$ cat src/rtl/load_ctrl_pkg.sv
// load_ctrl_pkg
// Shared definitions for the load controller: the operating-mode encoding,
// default address-map constants and the entry-to-byte-address helper.
package load_ctrl_pkg;

  // Encoding is visible to software/LEDs, so it is fixed explicitly.
  typedef enum logic [1:0] {
    MODE_LOAD   = 2'd0,
    MODE_REVIEW = 2'd1,
    MODE_RUN    = 2'd2,
    MODE_HALTED = 2'd3
  } mode_e;

  localparam int unsigned ADDR_STEP_DEFAULT = 4;
  localparam logic [31:0] BASE_ADDR_DEFAULT = 32'h0000_0000;

  // Byte address of entry idx.
  function automatic logic [31:0] entry_addr(input logic [31:0] base,
                                             input int unsigned step,
                                             input logic [31:0] idx);
    return base + 32'(step) * idx;
  endfunction

endpackage

$ cat src/rtl/load_controller_if.sv
// load_controller_if
// External load port between the load controller and the CPU.
//   addr      : load/browse byte address
//   wr_en     : one-cycle memory write strobe
//   wr_data   : data word to be written
//   cpu_start : run enable to the CPU
//   halt      : CPU halt indication (driven by the CPU side)
// master = load controller, slave = CPU.
interface load_controller_if;
  logic [31:0] addr;
  logic        wr_en;
  logic [31:0] wr_data;
  logic        cpu_start;
  logic        halt;

  modport master (output addr, wr_en, wr_data, cpu_start, input halt);
  modport slave  (input addr, wr_en, wr_data, cpu_start, output halt);
endinterface

$ cat src/rtl/load_controller_rise_edge.sv
// rise_edge
// 1-bit level-to-pulse detector. pulse_o is high in the cycle where level_i
// is high and was low in the previous cycle. clr_i synchronously clears the
// history so a level held high across a clear produces a fresh edge.
//   clk_i   : clock
//   clr_i   : synchronous clear of the history register
//   level_i : debounced input level
//   pulse_o : rising-edge indication (combinational from level_i)
module rise_edge (
  input  logic clk_i,
  input  logic clr_i,
  input  logic level_i,
  output logic pulse_o
);

  logic prev_q;

  always_ff @(posedge clk_i) begin
    if (clr_i) begin
      prev_q <= 1'b0;
    end else begin
      prev_q <= level_i;
    end
  end

  assign pulse_o = level_i & ~prev_q;

endmodule

$ cat src/rtl/load_controller.sv
// load_controller
// Sequences operator program/data entry into the CPU memory and gates CPU
// execution through the LOAD / REVIEW / RUN / HALTED mode machine.
// Ports:
//   clk_i, rst_i      : clock, synchronous active-high reset
//   next_i/pre_i      : browse buttons (rising edges act)
//   verify_i          : write button (rising edge writes in LOAD)
//   stop_i            : 0 = operator input, 1 = input locked
//   start_i           : run request
//   number_i          : 12-bit operator value
//   count_o           : current entry index
//   mode_o            : current mode
//   loaded_o          : highest written index + 1
//   bus (master)      : addr / wr_en / wr_data / cpu_start out, halt in
// Build option: define LOAD_CTRL_AUTOINC_EN to make a Verify write in LOAD
// also advance the index; the address still shows the written entry during
// the strobe and moves on the following edge.
// DEPTH must be at least 2.
module load_controller
  import load_ctrl_pkg::*;
#(
  parameter int unsigned DEPTH     = 16,
  parameter int unsigned ADDR_STEP = ADDR_STEP_DEFAULT,
  parameter logic [31:0] BASE_ADDR = BASE_ADDR_DEFAULT,
  localparam int unsigned CW       = $clog2(DEPTH),
  localparam int unsigned LW       = CW + 1
) (
  input  logic            clk_i,
  input  logic            rst_i,
  input  logic            next_i,
  input  logic            pre_i,
  input  logic            verify_i,
  input  logic            stop_i,
  input  logic            start_i,
  input  logic [11:0]     number_i,
  output logic [CW-1:0]   count_o,
  output mode_e           mode_o,
  output logic [LW-1:0]   loaded_o,
  load_controller_if.master bus
);

  // Button edge detection: bit 0 Next, bit 1 Pre, bit 2 Verify.
  logic [2:0] btn_level;
  logic [2:0] btn_edge;

  assign btn_level = {verify_i, pre_i, next_i};

  genvar gi;
  generate
    for (gi = 0; gi < 3; gi++) begin : g_edge
      rise_edge u_edge (
        .clk_i   (clk_i),
        .clr_i   (rst_i),
        .level_i (btn_level[gi]),
        .pulse_o (btn_edge[gi])
      );
    end
  endgenerate

  logic next_e, pre_e, verify_e;
  assign next_e   = btn_edge[0];
  assign pre_e    = btn_edge[1];
  assign verify_e = btn_edge[2];

  // State
  mode_e         mode_q, mode_d;
  logic [CW-1:0] count_q, count_d;
  logic [31:0]   addr_q, addr_d;
  logic          wr_en_q, wr_en_d;
  logic [31:0]   wr_data_q, wr_data_d;
  logic          cpu_start_q, cpu_start_d;
  logic [LW-1:0] loaded_q, loaded_d;

  // Mode machine (next state)
  always_comb begin
    mode_d = mode_q;
    case (mode_q)
      MODE_LOAD:   if (stop_i) mode_d = MODE_REVIEW;
      // Stop=0 wins over Start so a RUN exit via Stop=0 lands in LOAD next.
      MODE_REVIEW: begin
        if (!stop_i)      mode_d = MODE_LOAD;
        else if (start_i) mode_d = MODE_RUN;
      end
      MODE_RUN: begin
        if (!start_i || !stop_i) mode_d = MODE_REVIEW;
        else if (bus.halt)       mode_d = MODE_HALTED;
      end
      MODE_HALTED: if (!start_i) mode_d = MODE_REVIEW;
      default:     mode_d = MODE_LOAD;
    endcase
  end

  // Index / write datapath. Buttons are evaluated in the current (old) mode.
  logic          browse, do_write;
  logic [CW-1:0] count_inc, count_dec, addr_idx;
  logic [LW-1:0] written_len;

  assign browse      = (mode_q == MODE_LOAD) || (mode_q == MODE_REVIEW);
  assign do_write    = (mode_q == MODE_LOAD) && verify_e;
  assign count_inc   = (count_q == CW'(DEPTH - 1)) ? '0 : count_q + CW'(1);
  assign count_dec   = (count_q == '0) ? CW'(DEPTH - 1) : count_q - CW'(1);
  assign written_len = {1'b0, count_q} + LW'(1);

  always_comb begin
    count_d   = count_q;
    wr_en_d   = 1'b0;
    wr_data_d = wr_data_q;
    loaded_d  = loaded_q;
    if (do_write) begin
      // A write swallows any simultaneous Next/Pre.
      wr_en_d   = 1'b1;
      wr_data_d = {20'h00000, number_i};
      if (written_len > loaded_q) loaded_d = written_len;
`ifdef LOAD_CTRL_AUTOINC_EN
      count_d   = count_inc;
`endif
    end else if (browse && next_e && !pre_e) begin
      count_d = count_inc;
    end else if (browse && pre_e && !next_e) begin
      count_d = count_dec;
    end
    // During a strobe the address must show the entry being written.
    addr_idx    = do_write ? count_q : count_d;
    addr_d      = entry_addr(BASE_ADDR, ADDR_STEP, 32'(addr_idx));
    cpu_start_d = (mode_d == MODE_RUN);
  end

  always_ff @(posedge clk_i) begin
    if (rst_i) begin
      mode_q      <= MODE_LOAD;
      count_q     <= '0;
      addr_q      <= BASE_ADDR;
      wr_en_q     <= 1'b0;
      wr_data_q   <= '0;
      cpu_start_q <= 1'b0;
      loaded_q    <= '0;
    end else begin
      mode_q      <= mode_d;
      count_q     <= count_d;
      addr_q      <= addr_d;
      wr_en_q     <= wr_en_d;
      wr_data_q   <= wr_data_d;
      cpu_start_q <= cpu_start_d;
      loaded_q    <= loaded_d;
    end
  end

  assign count_o       = count_q;
  assign mode_o        = mode_q;
  assign loaded_o      = loaded_q;
  assign bus.addr      = addr_q;
  assign bus.wr_en     = wr_en_q;
  assign bus.wr_data   = wr_data_q;
  assign bus.cpu_start = cpu_start_q;

endmodule

$ cat src/flat_wrapper.sv
// flat-port wrapper written by rule: the top's interface ports become plain ports
module load_controller_flat import load_ctrl_pkg::*;
#(
  parameter int unsigned DEPTH     = 16,
  parameter int unsigned ADDR_STEP = ADDR_STEP_DEFAULT,
  parameter logic [31:0] BASE_ADDR = BASE_ADDR_DEFAULT,
  localparam int unsigned CW       = $clog2(DEPTH),
  localparam int unsigned LW       = CW + 1
)
  (clk_i, rst_i, next_i, pre_i, verify_i, stop_i, start_i, number_i, count_o, mode_o, loaded_o, bus_addr, bus_wr_en, bus_wr_data, bus_cpu_start, bus_halt);
  load_controller_if bus_i ();
  input  logic clk_i;
  input  logic rst_i;
  input  logic next_i;
  input  logic pre_i;
  input  logic verify_i;
  input  logic stop_i;
  input  logic start_i;
  input  logic [11:0] number_i;
  output logic [CW-1:0] count_o;
  output mode_e mode_o;
  output logic [LW-1:0] loaded_o;
  output wire logic [$bits(bus_i.addr)-1:0] bus_addr;
  output wire logic [$bits(bus_i.wr_en)-1:0] bus_wr_en;
  output wire logic [$bits(bus_i.wr_data)-1:0] bus_wr_data;
  output wire logic [$bits(bus_i.cpu_start)-1:0] bus_cpu_start;
  input wire logic [$bits(bus_i.halt)-1:0] bus_halt;
  assign bus_addr = bus_i.addr;
  assign bus_wr_en = bus_i.wr_en;
  assign bus_wr_data = bus_i.wr_data;
  assign bus_cpu_start = bus_i.cpu_start;
  assign bus_i.halt = bus_halt;
  load_controller #(.DEPTH(DEPTH), .ADDR_STEP(ADDR_STEP), .BASE_ADDR(BASE_ADDR)) u_core (.clk_i(clk_i), .rst_i(rst_i), .next_i(next_i), .pre_i(pre_i), .verify_i(verify_i), .stop_i(stop_i), .start_i(start_i), .number_i(number_i), .count_o(count_o), .mode_o(mode_o), .loaded_o(loaded_o), .bus(bus_i));
endmodule
$ cat config.mk
export PLATFORM = sky130hd
export DESIGN_NAME = load_controller_flat
export DESIGN_NICKNAME = d
export VERILOG_FILES = /design/src/rtl/load_ctrl_pkg.sv /design/src/rtl/load_controller_if.sv /design/src/rtl/load_controller_rise_edge.sv /design/src/rtl/load_controller.sv /design/src/flat_wrapper.sv
export SDC_FILE = /design/constraint.sdc
export NUM_CORES = 1
export LEC_CHECK = 0
export BUFFER_PORTS_ARGS = -buffer_cell sky130_fd_sc_hd__buf_2
export CAP_MARGIN = 20
export CORE_ASPECT_RATIO = 0.5
export CORE_MARGIN = 2
export CORE_UTILIZATION = 40
export DETAILED_ROUTE_END_ITERATION = 8
export GPL_ROUTABILITY_DRIVEN = 0
export PLACE_DENSITY = 0.78
export RECOVER_POWER = 50
export SLEW_MARGIN = 30
export SYNTH_ARGS = -nofsm -noshare
export SYNTH_HDL_FRONTEND = slang
export SYNTH_SLANG_ARGS = --single-unit
export TNS_END_PERCENT = 50
$ cat constraint.sdc
create_clock -name clk_i -period 1.9 [get_ports clk_i]
set_clock_uncertainty 0.05 [all_clocks]
set_input_delay 0.38 -clock clk_i [delete_from_list [all_inputs] [get_ports clk_i]]
set_output_delay 0.38 -clock clk_i [all_outputs]
set_load 0.02 [all_outputs]
==> reports/summary.txt <==
Via density = 4.43
Crit end category = flip-flop
Final Setup Violations = 6
Overall power = 1540 uW
Netlist cell types = 40
Clock transition at path regs = 0.09 ns
Ys async rst share = 0
Required time worst endpoint = 2.01 ns
Avg Cell Area, Syn = 8.45 um^2
Initial DRC count = 56
Startpoint types = flip-flop
Area growth syn-to-layout = 18.7%
DR vias = 1390
H-Tree Level Count = 1
Final ANT Viol Nets = 0
Largest net degree at the start of global routing = 20
Routed Wire Length = 3600 um
TritonCTS Buffers = 3
EDFF count, synth = 0
Clk sinks = 28
HP Start = start_i
Synthesized area = 0.00174 mm^2
Avg WL per Cell = 11.5 um
CP arrival = 2.12 ns
Root buffer cell = clkbuf_8
Failing checks = negative setup slack
Global route overflow = 0
Flop-to-flop setup slack = -0.10 ns
Clock Latency Late Sink = 0.27 ns
Proportion of synthesized chip area in sequential cells = 0.322
FILL cells = 376
Reg-to-Reg End = u_core.loaded_o[0]
Final instance area = 0.00207 mm^2
Crit path max fanout = 7
CTS tree = done
RSZ-0062 raised after global routing = true
Largest cells by area after synthesis = dfxtp_1 (32%), buf_4 (22%), nand2_1 (6.0%), ha_1 (5.0%), a21oi_1 (4.9%)
First-pass GRT wire length = 5380 um
Nets@finish = 288
DR pass1 iterations = 4
Leak = 0.000933 uW
Maximum VDD drop = 0.000263 V
Initial antenna violation count = 0
Status = complete, but fails checks
Top sig layer = met4
Placed Area = 0.00195 mm^2
Min Tclk post-route = 2.00 ns
Synth cell count leaders = buf_4 (52), dfxtp_1 (28), nand2_1 (28)
Hold crit path type = input pin to flip-flop
Hold Slack = 0.268 ns
FMAX = 499 MHz
Area share of the largest cell type after synthesis = 0.322
Post-DP HPWL = 2620 um
Mapped Cells = 206
Max-cap violation count = 0
Crit share post-route = 1.05
Fin util = 0.511
Core area = 0.00404 mm^2
Number of global-route vias before repair = 1186
Top-count cell post-synth = buf_4
Met3 wire len = 255 um
Setup TNS = -0.452 ns
Worst r2r path cells = 8
Drt drc = 0
Crit path kind = flip-flop to flip-flop
Antenna cell count = 0
WHS Endpoint = u_core.mode_o[0]
Max clock buf depth = 2
Hold Path Stages = 2
Slew Viols, Final = 0
Starting density of the core = 0.430
Gr usage total = 0.132
Ys flop type = dfxtp_1
Power Dens Cells = 743 mW/mm^2
Ys Warns = 0
Die H = 50.6 um
DR WL met2 = 1840 um
IO Port Bufs = 48
Wl on met1 = 1490 um
Ratio of cells with drive above 1 in the final layout = 0.281
Die area = 0.00493 mm^2
Synthesized flop and latch total = 28
IO Pins = 97
Final Hold Fails = 0
Die Wd = 97.3 um
Rows = 16
Area leader, netlist = dfxtp_1
Setup WS post-layout = -0.102 ns
cells in the final DEF, fill, tap and decap left out, types with 2 or more instances in the layout:
cell,Yosys,layout
dfxtp_4,0,3
ha_4,0,4
ha_1,7,3
buf_2,1,29
clkbuf_1,5,20
a211oi_2,2,2
nand2_1,28,28
nor2_1,13,13
nor2b_1,6,5
inv_1,7,6
nand3_1,4,2
or3_1,2,2
o31ai_1,2,2
nand2b_1,3,3
dfxtp_1,28,24
mux2i_1,5,5
a21oi_2,1,3
conb_1,1,48
a21oi_1,17,15
clkbuf_8,0,3
buf_4,52,13
worst max-delay path, stage by stage, from the launching register on:
cell	delay, ns
dfxtp_4	0.42
nand3_4	0.10
xnor2_2	0.16
ha_1	0.34
nand3_2	0.10
o21bai_4	0.19
a31oi_4	0.25
mux2i_1	0.23
nor2_1	0.06
layout make-up:
class,instances,area (um^2),area share
multi-input cells,159,1020,0.494
flip-flops and latches,28,573,0.277
repair buffers,62,334,0.162
well taps,54,67.6,0.0327
clock buffers,4,45.0,0.0218
inverters,7,26.3,0.0127
per-layer routing:
layer  GRT usage  up-vias
li1            -      681
met1       0.153      632
met2       0.252       75
met3      0.0223        2
met4      0.0463        0
met5           0        -
timing repair:
item | 4_1_cts | 5_1_grt
hold buffers | 0 | 0
resized for setup | 2 | 4
buffers inserted | 2 | 3
hold endpoints to repair | 0 | 0
cloned | 0 | 0
endpoints found under the setup margin | 5 | 8
pin swaps | 4 | 10
cells by family (layout without fill, tap and decap cells):
group                    after synthesis  after routing  synth area share
multiplexers                           6              6            0.0374
buffers and inverters                 66             73             0.260
adder cells (fa/ha/maj)                8              8            0.0561
flip-flops                            28             28             0.322
XOR/XNOR                               2              2            0.0101
AO/OA/AOI/OAI                         30             30             0.120
other                                  1             48           0.00215
AND/OR/NAND/NOR                       65             65             0.193
power breakdown:
part / total (uW) / switching [uW] / leakage (uW) / internal [uW]
clock: 320 / 170 / 0.0000228 / 150
combinational: 546 / 330 / 0.000679 / 216
sequential: 670 / 43.1 / 0.000232 / 627
total: 1540 / 543 / 0.000933 / 992
how the worst max path moves through the flow:
stage / from / to / slack, ns / cells past startpoint
2_1_floorplan: flip-flop / u_core.loaded_o[0] / -0.02 / 9
3_3_place_gp: flip-flop / u_core.loaded_o[4] / -0.02 / 8
3_5_place_dp: flip-flop / u_core.loaded_o[4] / -0.12 / 8
4_1_cts: flip-flop / u_core.loaded_o[0] / -0.11 / 8
5_1_grt: flip-flop / u_core.loaded_o[0] / -0.20 / 8
6_report: flip-flop / u_core.loaded_o[0] / -0.10 / 8
per-stage QoR:
step / cells / setup WS [ns]
2_1_floorplan: 253 / -0.0191
3_3_place_gp: 305 / -0.0237
3_5_place_dp: 305 / -0.116
4_1_cts: 311 / -0.108
5_1_grt: 314 / -0.200
6_report: 314 / -0.102
Note: power is estimated with default switching activity, not from simulation.
